==> config.mk <==
export PLATFORM = sky130hd
export DESIGN_NAME = tx_interrupt_ack_ctrl_flat
export DESIGN_NICKNAME = d
export VERILOG_FILES = /design/src/rtl/tx_itrpt_pkg.sv /design/src/rtl/tx_interrupt_ack_ctrl_if.sv /design/src/rtl/tx_itrpt_edge_det.sv /design/src/rtl/tx_interrupt_ack_ctrl.sv /design/src/flat_wrapper.sv
export SDC_FILE = /design/constraint.sdc
export NUM_CORES = 1
export LEC_CHECK = 0
export BUFFER_PORTS_ARGS = -buffer_cell sky130_fd_sc_hd__buf_2
export CORE_MARGIN = 2
export CORE_UTILIZATION = 40
export CTS_CLUSTER_DIAMETER = 150
export DETAILED_ROUTE_END_ITERATION = 12
export GPL_ROUTABILITY_DRIVEN = 0
export PLACE_DENSITY_LB_ADDON = 0.1
export SETUP_SLACK_MARGIN = 0.1
export SLEW_MARGIN = 40
export SYNTH_ARGS = -nofsm -noshare
export SYNTH_HDL_FRONTEND = slang
export SYNTH_HIERARCHICAL = 1
export SYNTH_SLANG_ARGS = --single-unit
==> constraint.sdc <==
create_clock -name s00_axi_aclk -period 15.92 [get_ports s00_axi_aclk]
set_input_delay 3.184 -clock s00_axi_aclk [delete_from_list [all_inputs] [get_ports s00_axi_aclk]]
set_output_delay 3.184 -clock s00_axi_aclk [all_outputs]
set_load 0.02 [all_outputs]
==> src/rtl/tx_itrpt_pkg.sv <==
// Shared types and constants for the tx interrupt acknowledge controller.
package tx_itrpt_pkg;

    localparam int unsigned NUM_SRC_DEF       = 8;
    localparam int unsigned CNT_WIDTH_DEF     = 8;
    localparam int unsigned HOLDOFF_WIDTH_DEF = 16;

    localparam int unsigned SRC_TLAST         = 0;
    localparam int unsigned SRC_PHY_TX_START  = 1;
    localparam int unsigned SRC_ACC_START     = 2;
    localparam int unsigned SRC_ACC_END       = 3;
    localparam int unsigned SRC_TRY_COMPLETE  = 4;
    localparam int unsigned SRC_HIGH_ALLOWED0 = 5;
    localparam int unsigned SRC_HIGH_ALLOWED1 = 6;
    localparam int unsigned SRC_HIGH_ALLOWED2 = 7;

    typedef enum logic [1:0] {
        IDLE    = 2'd0,
        COLLECT = 2'd1,
        ASSERT  = 2'd2
    } state_e;

endpackage

==> src/rtl/tx_interrupt_ack_ctrl_if.sv <==
// Control/status bundle between tx event sources, AXI-Lite registers and the
// interrupt controller. master = register/source side, slave = controller.
interface tx_interrupt_ack_ctrl_if
    import tx_itrpt_pkg::*;
#(
    parameter int unsigned NUM_SRC       = NUM_SRC_DEF,
    parameter int unsigned CNT_WIDTH     = CNT_WIDTH_DEF,
    parameter int unsigned HOLDOFF_WIDTH = HOLDOFF_WIDTH_DEF
) ();

    logic [NUM_SRC-1:0]       src_evt;
    logic [NUM_SRC-1:0]       irq_mask;
    logic                     ack_valid;
    logic [NUM_SRC-1:0]       ack_bits;
    logic [CNT_WIDTH-1:0]     coalesce_num;
    logic [HOLDOFF_WIDTH-1:0] holdoff_cycles;
    logic [NUM_SRC-1:0]       pending;
    logic [NUM_SRC-1:0]       overflow;
    logic [CNT_WIDTH-1:0]     evt_cnt;
    logic                     tx_itrpt;

    modport master (
        output src_evt, irq_mask, ack_valid, ack_bits, coalesce_num, holdoff_cycles,
        input  pending, overflow, evt_cnt, tx_itrpt
    );

    modport slave (
        input  src_evt, irq_mask, ack_valid, ack_bits, coalesce_num, holdoff_cycles,
        output pending, overflow, evt_cnt, tx_itrpt
    );

endinterface

==> src/rtl/tx_itrpt_edge_det.sv <==
// Registered copy of the event levels plus rising-edge detect; a level held
// high yields a single edge, and a level high at reset release yields one too.
module tx_itrpt_edge_det #(
    parameter int unsigned W = 8
) (
    input  logic         clk,
    input  logic         rst_n,
    input  logic [W-1:0] evt_i,
    output logic [W-1:0] edge_o
);

    logic [W-1:0] src_d_q;

    always_ff @(posedge clk or negedge rst_n) begin
        if (!rst_n) begin
            src_d_q <= '0;
        end else begin
            src_d_q <= evt_i;
        end
    end

    assign edge_o = evt_i & ~src_d_q;

endmodule

==> src/rtl/tx_interrupt_ack_ctrl.sv <==
// Sticky pending/overflow capture, event coalescing and W1C-acknowledged level
// interrupt. Optional overflow tracking: define TX_ITRPT_OVERFLOW_EN.
module tx_interrupt_ack_ctrl
    import tx_itrpt_pkg::*;
#(
    parameter int unsigned NUM_SRC       = NUM_SRC_DEF,
    parameter int unsigned CNT_WIDTH     = CNT_WIDTH_DEF,
    parameter int unsigned HOLDOFF_WIDTH = HOLDOFF_WIDTH_DEF
) (
    input  logic                   s00_axi_aclk,
    input  logic                   s00_axi_aresetn,
    tx_interrupt_ack_ctrl_if.slave bus
);

    localparam int unsigned SUMW = CNT_WIDTH + 1;

    state_e                   state_q;
    logic [HOLDOFF_WIDTH-1:0] hold_q;
    logic [CNT_WIDTH-1:0]     evt_cnt_q, evt_cnt_d;
    logic [NUM_SRC-1:0]       pending_q, pending_d;
    logic                     tx_itrpt_q;

    logic [NUM_SRC-1:0] evt_edge;
    logic [NUM_SRC-1:0] masked_edge;
    logic [NUM_SRC-1:0] ack_mask;
    logic [SUMW-1:0]    pop;
    logic [SUMW-1:0]    sum;
    logic               hot;
    logic               immediate;
    logic               cnt_reached;

    tx_itrpt_edge_det #(.W(NUM_SRC)) u_edge_det (
        .clk    (s00_axi_aclk),
        .rst_n  (s00_axi_aresetn),
        .evt_i  (bus.src_evt),
        .edge_o (evt_edge)
    );

    always_comb begin
        masked_edge = evt_edge & bus.irq_mask;
        ack_mask    = bus.ack_valid ? bus.ack_bits : '0;
        // set wins over a same-cycle clear
        pending_d   = (pending_q & ~ack_mask) | evt_edge;
        hot         = |(pending_d & bus.irq_mask);
        pop = '0;
        for (int unsigned i = 0; i < NUM_SRC; i++) begin
            pop = pop + SUMW'(masked_edge[i]);
        end
        sum         = {1'b0, evt_cnt_q} + pop;
        evt_cnt_d   = sum[CNT_WIDTH] ? '1 : sum[CNT_WIDTH-1:0];
        immediate   = (bus.coalesce_num <= CNT_WIDTH'(1)) ||
                      (bus.holdoff_cycles == '0) ||
                      (pop >= {1'b0, bus.coalesce_num});
        cnt_reached = evt_cnt_d >= bus.coalesce_num;
    end

    always_ff @(posedge s00_axi_aclk or negedge s00_axi_aresetn) begin
        if (!s00_axi_aresetn) begin
            state_q    <= IDLE;
            hold_q     <= '0;
            evt_cnt_q  <= '0;
            pending_q  <= '0;
            tx_itrpt_q <= 1'b0;
        end else begin
            pending_q <= pending_d;
            evt_cnt_q <= evt_cnt_d;
            case (state_q)
                IDLE: begin
                    if (|masked_edge) begin
                        if (immediate) begin
                            state_q    <= ASSERT;
                            tx_itrpt_q <= 1'b1;
                        end else begin
                            state_q <= COLLECT;
                            hold_q  <= bus.holdoff_cycles;
                        end
                    end else if (hot) begin
                        state_q    <= ASSERT;
                        tx_itrpt_q <= 1'b1;
                    end
                end
                COLLECT: begin
                    hold_q <= hold_q - HOLDOFF_WIDTH'(1);
                    if (!hot) begin
                        state_q   <= IDLE;
                        evt_cnt_q <= '0;
                    end else if (cnt_reached || (hold_q <= HOLDOFF_WIDTH'(1))) begin
                        state_q    <= ASSERT;
                        tx_itrpt_q <= 1'b1;
                    end
                end
                ASSERT: begin
                    if (!hot) begin
                        state_q    <= IDLE;
                        tx_itrpt_q <= 1'b0;
                        evt_cnt_q  <= '0;
                    end
                end
                default: begin
                    state_q    <= IDLE;
                    tx_itrpt_q <= 1'b0;
                    evt_cnt_q  <= '0;
                end
            endcase
        end
    end

`ifdef TX_ITRPT_OVERFLOW_EN
    logic [NUM_SRC-1:0] overflow_q, overflow_d;

    always_comb begin
        overflow_d = (overflow_q & ~ack_mask) | (evt_edge & pending_q & ~ack_mask);
    end

    always_ff @(posedge s00_axi_aclk or negedge s00_axi_aresetn) begin
        if (!s00_axi_aresetn) begin
            overflow_q <= '0;
        end else begin
            overflow_q <= overflow_d;
        end
    end

    assign bus.overflow = overflow_q;
`else
    assign bus.overflow = '0;
`endif

    assign bus.pending  = pending_q;
    assign bus.evt_cnt  = evt_cnt_q;
    assign bus.tx_itrpt = tx_itrpt_q;

endmodule

==> src/flat_wrapper.sv <==
// flat-port wrapper written by rule: the top's interface ports become plain ports
module tx_interrupt_ack_ctrl_flat import tx_itrpt_pkg::*;
#(
    parameter int unsigned NUM_SRC       = NUM_SRC_DEF,
    parameter int unsigned CNT_WIDTH     = CNT_WIDTH_DEF,
    parameter int unsigned HOLDOFF_WIDTH = HOLDOFF_WIDTH_DEF
)
  (s00_axi_aclk, s00_axi_aresetn, bus_src_evt, bus_irq_mask, bus_ack_valid, bus_ack_bits, bus_coalesce_num, bus_holdoff_cycles, bus_pending, bus_overflow, bus_evt_cnt, bus_tx_itrpt);
  tx_interrupt_ack_ctrl_if #(.NUM_SRC(NUM_SRC), .CNT_WIDTH(CNT_WIDTH), .HOLDOFF_WIDTH(HOLDOFF_WIDTH)) bus_i ();
  input  logic s00_axi_aclk;
  input  logic s00_axi_aresetn;
  input wire logic [$bits(bus_i.src_evt)-1:0] bus_src_evt;
  input wire logic [$bits(bus_i.irq_mask)-1:0] bus_irq_mask;
  input wire logic [$bits(bus_i.ack_valid)-1:0] bus_ack_valid;
  input wire logic [$bits(bus_i.ack_bits)-1:0] bus_ack_bits;
  input wire logic [$bits(bus_i.coalesce_num)-1:0] bus_coalesce_num;
  input wire logic [$bits(bus_i.holdoff_cycles)-1:0] bus_holdoff_cycles;
  output wire logic [$bits(bus_i.pending)-1:0] bus_pending;
  output wire logic [$bits(bus_i.overflow)-1:0] bus_overflow;
  output wire logic [$bits(bus_i.evt_cnt)-1:0] bus_evt_cnt;
  output wire logic [$bits(bus_i.tx_itrpt)-1:0] bus_tx_itrpt;
  assign bus_i.src_evt = bus_src_evt;
  assign bus_i.irq_mask = bus_irq_mask;
  assign bus_i.ack_valid = bus_ack_valid;
  assign bus_i.ack_bits = bus_ack_bits;
  assign bus_i.coalesce_num = bus_coalesce_num;
  assign bus_i.holdoff_cycles = bus_holdoff_cycles;
  assign bus_pending = bus_i.pending;
  assign bus_overflow = bus_i.overflow;
  assign bus_evt_cnt = bus_i.evt_cnt;
  assign bus_tx_itrpt = bus_i.tx_itrpt;
  tx_interrupt_ack_ctrl #(.NUM_SRC(NUM_SRC), .CNT_WIDTH(CNT_WIDTH), .HOLDOFF_WIDTH(HOLDOFF_WIDTH)) u_core (.s00_axi_aclk(s00_axi_aclk), .s00_axi_aresetn(s00_axi_aresetn), .bus(bus_i));
endmodule
==> impl_results.md, run 1 <==
* Status: finished clean
* Cells after synthesis at between 300 and 400
* # rows at 34
* Die Height at just under 100 um
* Largest family of logic cells by synthesized area: compound AO/OA/AOI/OAI gates
* Syn avg cell area at around 9.0 um2
* Clock skew at about 8.3 ps
* R2R setup slack at around 10000 ps
* I/O Buffers at 67
* Wire length of the first global-routing pass at about 15000 um
* Synth warn at 6
* Area contributors post-synth: dfrtp_1 31%, ha_1 9.7%, a21oi_1 4.0%, nand2_1 3.7%, nor2b_4 3.2%
* CTS H-Tree Depth at 2
* CP max FO at 8
* Core area at 0.008593 mm2
* Largest net degree at the start of global routing at 44
* Total gr overflow at 0
* Start of the worst register-to-register path: u_core/u_edge_det/src_d_q[1]
* Total Routing Usage GR at 0.1896
* HP Class: flip-flop to flip-flop
* DPL Wire Length at between 6000 and 7000 um
* Pins Over Slew Limit at 0
* Clk pin slew, worst setup/hold paths at 90 ps
* Layout cells sized above 1 at 0.2384
* Final instance area at 0.004006 mm2
* Post-synth top area share at 0.3090
* DR vias/cell at around 5.5
* Tot Pwr at roughly 0.55 mW
* Root buf cell: clkbuf_8
* Placement Setup Slack at approximately 7100 ps
* Wirelength per Cell at about 16 um
* Post-synthesis mux area share at 0.02084
* Die Wd at a little under 100 um
* Die area at roughly 0.0095 mm2
* Crit-path leading delay family: adder cells
* DR iter-0 viols at 126
* WS Path Type: primary input to flip-flop
* Post_cts resized at 0
* RSZ-0062 raised after global routing: false
* Crit-path cells: buf_2 -> nor2b_4 -> nand2_1 -> fa_1 -> fa_1 -> fa_1 -> inv_1 -> ha_1 -> fa_1 -> inv_1 -> fa_1 -> o21ai_1 -> nand3_1 -> nand2_1 -> ha_1 -> a211oi_1 -> nor2_2 -> a311oi_1 -> a22o_1 -> a221oi_2 -> o211a_1
* XOR/XNOR Fraction of Synth Area at 0.01258
* Max Clk Rate at roughly 120 MHz
* Adder-cell share of the synthesized area at 0.1258
* Reg2Reg Capture Point: u_core/bus.tx_itrpt
* PwrDens at approximately 140 mW/mm2
* Simple-gate share of the synthesized area at 0.2296
* Top cell by count, worst path: fa_1
* Biggest area consumer among synthesized cells: dfrtp_1
* Area after DPL at just under 0.004 mm2
* Ys async rst share at 1.000
* Share of the clock period used by the worst path at 0.5351
* I/O pin cnt at between 70 and 80
* Arr. time, crit path at 8720 ps
* Most frequent cells in the layout: 67 x buf_2, 43 x dfrtp_1, 34 x nand2_1
* Synth cell types at 69
* Worst VDD drop at roughly 0.081 mV
* Setup crit end kind: flip-flop
* Hold-fix buffers, CTS at 0
* Register Area at around 0.0011 mm2
* DRT Pass-1 Iters at 4
* Worst slew margin at 0.4931
* Initial antenna violation count at 0
* Clock sink count at 43
* Worst path max stage delay at roughly 540 ps
* Post-synthesis register bit count at between 40 and 50
* Worst-Skew Late Latency at approximately 300 ps
* CTS tree: built
* Beginning of the critical path: bus_src_evt[1]
* CP Launch Type: primary input
* Setup crit end: u_core/bus.tx_itrpt
* Routed vias at 3101
* Vias in the first global route at around 3000
* Footprint of the multi-input gates at between 0.002 and 0.0025 mm2
* DRT antenna net count at 0
* Crit path required time at about 16000 ps
* Fillers at 853
* Commonest non-fill, non-tap cell in the layout: buf_2
* Share of the yosys chip area belonging to registers at 0.3090
* Final Net Count at around 540
* Setup-failing EPs final at 0
* Final worst slack at roughly 7400 ps
* EDFF count, synth at 0
* Drt total wl at around 9000 um
* Number of CTS-inserted buffers at 5
* Final hold vios at 0
* Max-cap violation count at 0
* Worst slew pin tran at about 760 ps
* Clk buf depth at 2
* Min cycle time layout at ~8500 ps
* Leak Pwr at approximately 1.9 nW
* Synth Cell Area at ~0.0035 mm2
* Area growth syn-to-layout at 15.06%
* Buf+Inv Stages, Crit Path at 3
* Worst path depth at 21
* # DRC at 0
* Top FF cell, synth: dfrtp_1
* CP max stage cell: fa_1
* Post-synthesis compound-gate area fraction at 0.2321
* Post-CTS setup buffers at 0
* Worst reg2reg path depth at 20
* Fin Setup TNS at 0 ps
* Hold WS at between 500 and 600 ps
* # diodes at 0
* Initial core utilization at 0.4052
[worst min-delay path by stage]
stage | from | cells after the start | slack [ps] | endpoint
after floorplan | u_core/hold_q[12] | 1 | 510 | u_core/hold_q[12]
after global placement | u_core/bus.pending[5] | 2 | 490 | u_core/bus.pending[5]
after detailed placement | u_core/bus.pending[5] | 2 | 500 | u_core/bus.pending[5]
after CTS | u_core/bus.pending[5] | 2 | 520 | u_core/bus.pending[5]
after global routing | u_core/bus.pending[4] | 1 | 550 | u_core/bus.pending[4]
final | u_core/bus.pending[5] | 2 | 510 | u_core/bus.pending[5]
[cells in the mapped netlist (7+ instances only)]
| library cell | instances |
|---|---|
| a21o_1 | 9 |
| a21oi_1 | 28 |
| buf_4 | 9 |
| clkbuf_1 | 9 |
| dfrtp_1 | 43 |
| ha_1 | 27 |
| inv_1 | 25 |
| nand2_1 | 34 |
| nand3_1 | 17 |
| nand4_1 | 7 |
| nor2_1 | 25 |
| nor2b_4 | 8 |
| o21ai_0 | 11 |
| o21ai_1 | 7 |
| o22ai_1 | 11 |
[per-stage QoR]
step | util | instances
after CTS | 0.4662 | 561
after detailed placement | 0.4503 | 553
after global routing | 0.4662 | 561
final | 0.4662 | 561
after floorplan | - | 396
after global placement | 0.4503 | 553
[where the power goes]
part	internal, mW	switching (mW)	leakage (nW)
Combinational	0.114	0.156	1.36
Clock	0.0626	0.0416	0.0644
Sequential	0.141	0.0403	0.513
[metal layers]
layer,share of wire,GRT usage
met5,0,0
met4,0.012,0.04380
met3,0.042,0.02806
met2,0.47,0.3243
met1,0.47,0.2549
[flip-flops by register name, indices dropped and copies added (netlist names)]
signal	flops
u_core/bus.evt_cnt	8
u_core/bus.pending	8
u_core/bus.tx_itrpt	1
u_core/hold_q	16
u_core/state_q	2
u_core/u_edge_det/src_d_q	8
[logic make-up (layout without fill, tap and decap cells)]
| group | Yosys count | count (layout) |
|---|---|---|
| buffers and inverters | 49 | 106 |
| AO/OA/AOI/OAI | 114 | 114 |
| flip-flops | 43 | 43 |
| adder cells (fa/ha/maj) | 32 | 32 |
| AND/OR/NAND/NOR | 138 | 138 |
| other | 1 | 8 |
| XOR/XNOR | 5 | 5 |
| multiplexers | 7 | 7 |
[area by class of cell]
class / instances / share of cell area
Tap cell: 108 / 0.03373
Inverter: 27 / 0.02530
Sequential cell: 43 / 0.2686
Multi-Input combinational cell: 304 / 0.5472
Clock buffer: 5 / 0.01718
Timing Repair Buffer: 71 / 0.09119
Clock inverter: 3 / 0.01686
[worst min-delay path: stages, from the launching register on]
cell,delay [ps]
dfrtp_1,370
a21oi_1,70
inv_1,50
No activity file was read; power rests on OpenSTA's default activity.
==> run 2, diff against run 1 <==
clock period = 8.75 ns   (was 15.92 ns; I/O delays follow)
==> run 2 against run 1 <==
Against the previous run: critical path depth stayed put; sequential power increased by 82%; clock power is 27% higher; sequential cell count is the same; largest cell class unchanged; largest power group unchanged.
==> impl_results.md, run 2 (same netlist as run 1, synthesis figures left out) <==
* Status: finished clean
* Final hold vios at 0 (unchanged)
* Routed vias at 3057 (-1.4%)
* Min cycle time layout at just over 7000 ps
* DRT antenna net count at 0 (unchanged)
* Die area at 0.009467 mm2 (unchanged)
* I/O pin cnt at 76 (unchanged)
* Crit path required time at 8950 ps (-7170 ps)
* # DRC at 0 (unchanged)
* CTS tree: built
* Core area at 0.008593 mm2 (unchanged)
* Buf+Inv Stages, Crit Path at 3 (unchanged)
* Share of the clock period used by the worst path at 0.8058
* Worst slew margin at 0.5078 (+0.01466)
* Clk buf depth at 2 (unchanged)
* Clock skew at 11.22 ps (+2.895 ps)
* Start of the worst register-to-register path: u_core/u_edge_det/src_d_q[0]
* WS Path Type: primary input to flip-flop
* Pins Over Slew Limit at 0 (unchanged)
* M2 GR Usage at 0.3226 (-0.001603)
* Routing usage on met1 at 0.2583 (+0.003406)
* Final Net Count at 535 (unchanged)
* Crit-path leading delay family: adder cells
* Post-CTS setup buffers at 0 (unchanged)
* Beginning of the critical path: bus_src_evt[0]
* HP Start: u_core/bus.pending[5]
* Post_cts resized at 0 (unchanged)
* Drt total wl at 8810 um (-0.11%)
* Max reg flops at 16 (unchanged)
* Setup crit end kind: flip-flop
* Max-cap violation count at 0 (unchanged)
* # diodes at 0 (unchanged)
* Hold WS at 506.6 ps (-3.411 ps)
* HP Class: flip-flop to flip-flop
* Wire length of the first global-routing pass at 14750 um (-0.23%)
* Vias in the first global route at 2982 (-0.27%)
* I/O Buffers at 67 (unchanged)
* Max Clk Rate at 141.8 MHz
* Top cell by count, worst path: fa_1
* Largest net degree at the start of global routing at 44 (unchanged)
* Commonest non-fill, non-tap cell in the layout: buf_2
* Worst-Skew Late Latency at 300 ps (about the same)
* DR vias/cell at 5.449 (-1.4%)
* Die Wd at 97.30 um (unchanged)
* Root buf cell: clkbuf_8
* Arr. time, crit path at 7250 ps (-1470 ps)
* CTS H-Tree Depth at 2 (unchanged)
* Area growth syn-to-layout at 13.69%
* M3 GR Usage at 0.02734 (-0.0007194)
* GRT Max-Usage Layer: met2
* CP max stage cell: fa_1
* Worst slew pin tran at 738.3 ps (-21.99 ps)
* Top reg by flops: u_core/hold_q
* Worst VDD drop at 0.1292 mV (+59%)
* CP Launch Type: primary input
* Clk pin slew, worst setup/hold paths at 100 ps (about the same)
* Fin Setup TNS at 0 ps (unchanged)
* Die Height at 97.30 um (unchanged)
* DPL Wire Length at 6609 um (+0.15%)
* Initial core utilization at 0.4052 (unchanged)
* Total Routing Usage GR at 0.1894 (-0.0002096)
* Number of CTS-inserted buffers at 5 (unchanged)
* Initial antenna violation count at 0 (unchanged)
* Setup-failing EPs final at 0 (unchanged)
* Wirelength per Cell at 15.70 um (-0.11%)
* Total gr overflow at 0 (unchanged)
* CP max FO at 8 (unchanged)
* Most frequent cells in the layout: 67 x buf_2, 43 x dfrtp_1, 34 x nand2_1
* Clock sink count at 43 (unchanged)
* PwrDens at 240.8 mW/mm2 (+74%)
* Worst path max stage delay at 540 ps (about the same)
* Leak Pwr at 1.913 nW (-1.2%)
* # rows at 34 (unchanged)
* Hold-fix buffers, CTS at 0 (unchanged)
* DRT Pass-1 Iters at 4 (unchanged)
* DR iter-0 viols at 96 (-24%)
* Crit-path cells: buf_2 -> nor2b_4 -> nand2_1 -> fa_1 -> fa_1 -> fa_1 -> inv_1 -> ha_1 -> fa_1 -> inv_1 -> fa_1 -> o21ai_1 -> nand3_1 -> nand2_1 -> ha_1 -> a211oi_1 -> nor2_2 -> a311oi_1 -> a22o_1 -> a221oi_2 -> o211a_1
* Layout cells sized above 1 at 0.2384 (unchanged)
* RSZ-0062 raised after global routing: false
[run 2: changes by cell type in the layout (fill, tap and decap cells not counted), sizes merged]
cell	previous run	this run
clkinv	1	2
bufinv	2	0
clkinvlp	1	2
[run 2: per-stage QoR]
stage	area (um2)	cells	util	worst slack [ps]	total power, mW
floorplan	3508	396	-	1893	0.7026
detailed placement	3870	553	0.4503	1368	0.8214
finish	3959	561	0.4607	1700	0.9532
CTS	3959	561	0.4607	1685	0.9594
global route	3959	561	0.4607	1359	1.036
global placement	3870	553	0.4503	1468	0.8173
[run 2: layout make-up]
| class | instances | area (um2) |
|---|---|---|
| Clock buffer | 5 | 68.82 |
| Clock inverter | 3 | 20.02 |
| Fill cell | 889 | 4634 |
| Inverter | 27 | 101.3 |
| Multi-Input combinational cell | 304 | 2192 |
| Sequential cell | 43 | 1076 |
| Tap cell | 108 | 135.1 |
| Timing Repair Buffer | 71 | 365.4 |
[run 2: routing by layer]
metal	vias to the layer above	routed length, um
met5	-	0
met4	0	69
met3	5	381
met2	69	4237
met1	1454	4121
li1	1529	-
[run 2: final timing paths]
path | slack [ps] | cells past startpoint | end
worst min-delay path | 510 | 2 | u_core/bus.pending[5]
worst min register to register | 510 | 2 | u_core/bus.pending[5]
worst max-delay path | 1700 | 21 | u_core/bus.tx_itrpt
max in group asynchronous | 6840 | 2 | u_core/hold_q[6]
worst max register to register | 2850 | 20 | u_core/bus.tx_itrpt
min in group asynchronous | 1530 | 2 | u_core/u_edge_det/src_d_q[3]
[run 2: power breakdown]
group / leakage [nW] / switching [mW] / internal, mW
Clock: 0.0402 / 0.0763 / 0.0557
Combinational: 1.36 / 0.284 / 0.207
Sequential: 0.513 / 0.0744 / 0.256
[run 2: worst register-to-register path, cell delays in order, from the launching register on]
cell and delay [ps]:
dfrtp_1 410, nor2b_4 120, nand2_1 100, fa_1 510
fa_1 520, fa_1 540, inv_1 40, ha_1 210
fa_1 540, inv_1 80, fa_1 420, o21ai_1 400
nand3_1 310, nand2_1 140, ha_1 240, a211oi_1 290
nor2_2 70, a311oi_1 370, a22o_1 210, a221oi_2 60
o211a_1 230
==> run 3, diff against run 2 <==
ABC_AREA = 1   (was not set)
clock period = 7.25 ns   (was 8.75 ns; I/O delays follow)
==> run 3 against run 2 <==
Against the previous run: synthesized cell count increased by 20%; wire length decreased by 20%; sequential cell count unchanged.
==> impl_results.md, run 3 <==
* Status: finished clean
* Share of the clock period used by the worst path at 0.8689
* Die Height at 95.49 um (-1.9%)
* CP Launch Type: primary input
* Worst reg2reg path depth at 26 (+30%)
* Synth warn at 6 (unchanged)
* # DRC at 0 (unchanged)
* Pins Over Slew Limit at 0 (unchanged)
* Largest family of logic cells by synthesized area: simple AND/OR/NAND/NOR gates
* DRT Pass-1 Iters at 4 (unchanged)
* Count leader, synth: nand2_1
* Wire length of the first global-routing pass at 12150 um (-18%)
* Drt total wl at 7069 um (-20%)
* Commonest cells in the netlist: 134 x nand2_1, 73 x inv_1, 48 x nor2_1, 43 x dfrtp_1, 27 x ha_1
* Total Routing Usage GR at 0.1713 (-0.01808)
* Wirelength per Cell at 11.05 um (-30%)
* Post-CTS setup buffers at 0 (unchanged)
* Largest net degree at the start of global routing at 44 (unchanged)
* Share of the yosys chip area belonging to registers at 0.3214 (+0.01236)
* Psw at 0.5260 mW (+21%)
* Layout cells sized above 1 at 0.2206 (-0.01785)
* Fin Setup TNS at 0 ps (unchanged)
* Adder-cell share of the synthesized area at 0.1308 (+0.005029)
* CTS tree: built
* WS Path Type: primary input to flip-flop
* I/O Buffers at 67 (unchanged)
* Final worst slack at 950.4 ps (-749.3 ps)
* DR iter-0 viols at 110 (+15%)
* DPL Wire Length at 5701 um (-14%)
* Max Clk Rate at approximately 160 MHz
* Area growth syn-to-layout at 14.01%
* Synth cell types at 42 (-39%)
* Combinational Power Share at 0.528 (+0.013)
* Hold-fix buffers, CTS at 0 (unchanged)
* Initial core utilization at 0.4096 (+0.004337)
* Post_cts resized at 0 (unchanged)
* Routed vias at 2897 (-5.2%)
* Final Util at 0.4669 (+0.006255)
* Clock Power Share at 0.135 (-0.004)
* Biggest area consumer among synthesized cells: dfrtp_1
* Simple-gate share of the synthesized area at 0.3240 (+0.09438)
* Area after DPL at 0.003736 mm2 (-3.5%)
* Post-synthesis compound-gate area fraction at 0.08744 (-0.1447)
* Min cycle time layout at 6300 ps
* Core area at 0.008175 mm2 (-4.9%)
* Worst slew pin tran at 553.7 ps (-184.7 ps)
* Clock sink count at 43 (unchanged)
* Setup crit end kind: flip-flop
* Hold Path Depth at 2 (unchanged)
* Final hold vios at 0 (unchanged)
* CTS H-Tree Depth at 2 (unchanged)
* Die area at 0.009118 mm2 (-3.7%)
* Crit path required time at 7480 ps (-1470 ps)
* Vias in the first global route at 2771 (-7.1%)
* Setup-failing EPs final at 0 (unchanged)
* Final instance area at 0.003817 mm2 (-3.6%)
* Max-cap violation count at 0 (unchanged)
* DR vias/cell at 4.527 (-17%)
* Worst-Skew Late Latency at 300 ps (about the same)
* Placement Setup Slack at 577.1 ps (-791.1 ps)
* Initial antenna violation count at 0 (unchanged)
* Post-synthesis mux area share at 0.002990 (-0.01785)
* Int Power at 0.6005 mW (+16%)
* Hold WS at 497.2 ps (-9.407 ps)
* Post-synth top area share at 0.3214 (+0.01236)
* CP max FO at 5 (-3)
* Area contributors post-synth: dfrtp_1 32%, nand2_1 15%, ha_1 10%, inv_1 8.2%, nor2_1 5.4%
* Final Net Count at 617 (+15%)
* Clock skew at 4.808 ps (-6.414 ps)
* Syn avg cell area at 7.170 um2 (-20%)
* Post-synthesis register bit count at 43 (unchanged)
* DRT antenna net count at 0 (unchanged)
* # rows at 33 (-2.9%)
* Clk pin slew, worst setup/hold paths at 80 ps (-20 ps)
* XOR/XNOR Fraction of Synth Area at 0.01308 (+0.0005029)
* Leak Pwr at 2.170 nW (+13%)
* Max reg flops at 16 (unchanged)
* Clk buf depth at 2 (unchanged)
* RSZ-0062 raised after global routing: false
* Synth Cell Area at 0.003348 mm2 (-3.8%)
* Die Wd at 95.49 um (-1.9%)
* PwrDens at 295.1 mW/mm2 (+23%)
* Arr. time, crit path at 6530 ps (-720 ps)
* EDFF count, synth at 0 (unchanged)
* I/O pin cnt at 76 (unchanged)
* Total gr overflow at 0 (unchanged)
* Most frequent cells in the layout: 134 x nand2_1, 73 x inv_1, 66 x buf_2
* # diodes at 0 (unchanged)
* HP Class: flip-flop to flip-flop
* Root buf cell: clkbuf_8
* Cells after synthesis at 467 (+20%)
* Top FF cell, synth: dfrtp_1
* Sequential Power Share at 0.337 (-0.010)
* Commonest non-fill, non-tap cell in the layout: nand2_1
* Worst VDD drop at 0.1217 mV (-5.8%)
* Ys async rst share at 1.000 (unchanged)
* Net Sw Frac at 0.4669 (+0.01099)
* Top reg by flops: u_core/hold_q
* Worst slew margin at 0.6309 (+0.1231)
* Number of CTS-inserted buffers at 5 (unchanged)
## run 3: changes by cell type in the layout (fill, tap and decap cells not counted), moves of 6 or more
| cell | before | now |
|---|---|---|
| nand2_2 | 1 | 10 |
| a21oi_1 | 28 | 14 |
| nor2_1 | 25 | 48 |
| nor2_2 | 1 | 14 |
| a21o_1 | 9 | 1 |
| o22ai_1 | 11 | 2 |
| o21ai_2 | 0 | 6 |
| nand2_1 | 34 | 134 |
| inv_1 | 25 | 73 |
| nand3_1 | 17 | 26 |
| nor2b_4 | 8 | 0 |
| a221oi_1 | 6 | 0 |
## run 3: final timing paths
path                                                end                         start  slack, ps
min                               u_core/bus.pending[5]         u_core/bus.pending[5]        500
max                                   u_core/state_q[0]                bus_src_evt[0]        950
min in group asynchronous  u_core/u_edge_det/src_d_q[3]               s00_axi_aresetn       1130
max in group asynchronous         u_core/bus.evt_cnt[5]               s00_axi_aresetn       5740
min reg2reg                       u_core/bus.pending[5]         u_core/bus.pending[5]        500
max reg2reg                           u_core/state_q[0]  u_core/u_edge_det/src_d_q[0]       1820
## run 3: final cells by class
| type | instances | area, um2 |
|---|---|---|
| Timing Repair Buffer | 67 | 337.8 |
| Inverter | 77 | 289.0 |
| Sequential cell | 43 | 1076 |
| Multi-Input combinational cell | 340 | 1902 |
| Tap cell | 105 | 131.4 |
| Fill cell | 887 | 4358 |
| Clock buffer | 7 | 76.32 |
| Clock inverter | 1 | 5.005 |
## run 3: power groups by stage
stage | clock, mW | combinational [mW] | sequential, mW
2_1_floorplan | 0 | 0.473 | 0.388
3_3_place_gp | 0 | 0.589 | 0.383
3_5_place_dp | 0 | 0.602 | 0.383
4_1_cts | 0.159 | 0.605 | 0.379
5_1_grt | 0.169 | 0.696 | 0.391
6_report | 0.153 | 0.595 | 0.379
## run 3: logic make-up after synthesis
family | after synthesis
AO/OA/AOI/OAI | 46
XOR/XNOR | 5
adder cells (fa/ha/maj) | 32
buffers and inverters | 91
flip-flops | 43
multiplexers | 1
other | 1
AND/OR/NAND/NOR | 248
## run 3: worst max-delay path, stage by stage
cell     delay [ps]
buf_2            90
inv_1            40
nor2_2          100
nand2_1         110
fa_1            520
fa_1            520
fa_1            540
inv_1            40
ha_1            210
fa_1            550
inv_1            80
fa_1            420
nor2_1          160
nand2_1          70
nand2_1          70
nand2_1          90
nor3_2          290
nor3_1          140
inv_1            80
ha_1            230
a21oi_1         140
o21a_1          120
nand3_1          90
inv_1            60
nand3_1          90
nand2_2         120
nand2_1          50
o21ai_1          70
## run 3: through the flow
step           power (mW)  cells
2_1_floorplan      0.8613    474
3_3_place_gp       0.9718    632
3_5_place_dp       0.9848    632
4_1_cts             1.144    640
5_1_grt             1.256    640
6_report            1.126    640
## run 3: metal layers
metal / track usage / vias to the layer above / part of all wire
met5: 0 / - / 0
met4: 0.03929 / 0 / 0.0099
met3: 0.02609 / 6 / 0.030
met2: 0.3046 / 35 / 0.49
met1: 0.2190 / 1294 / 0.47
li1: - / 1562 / -
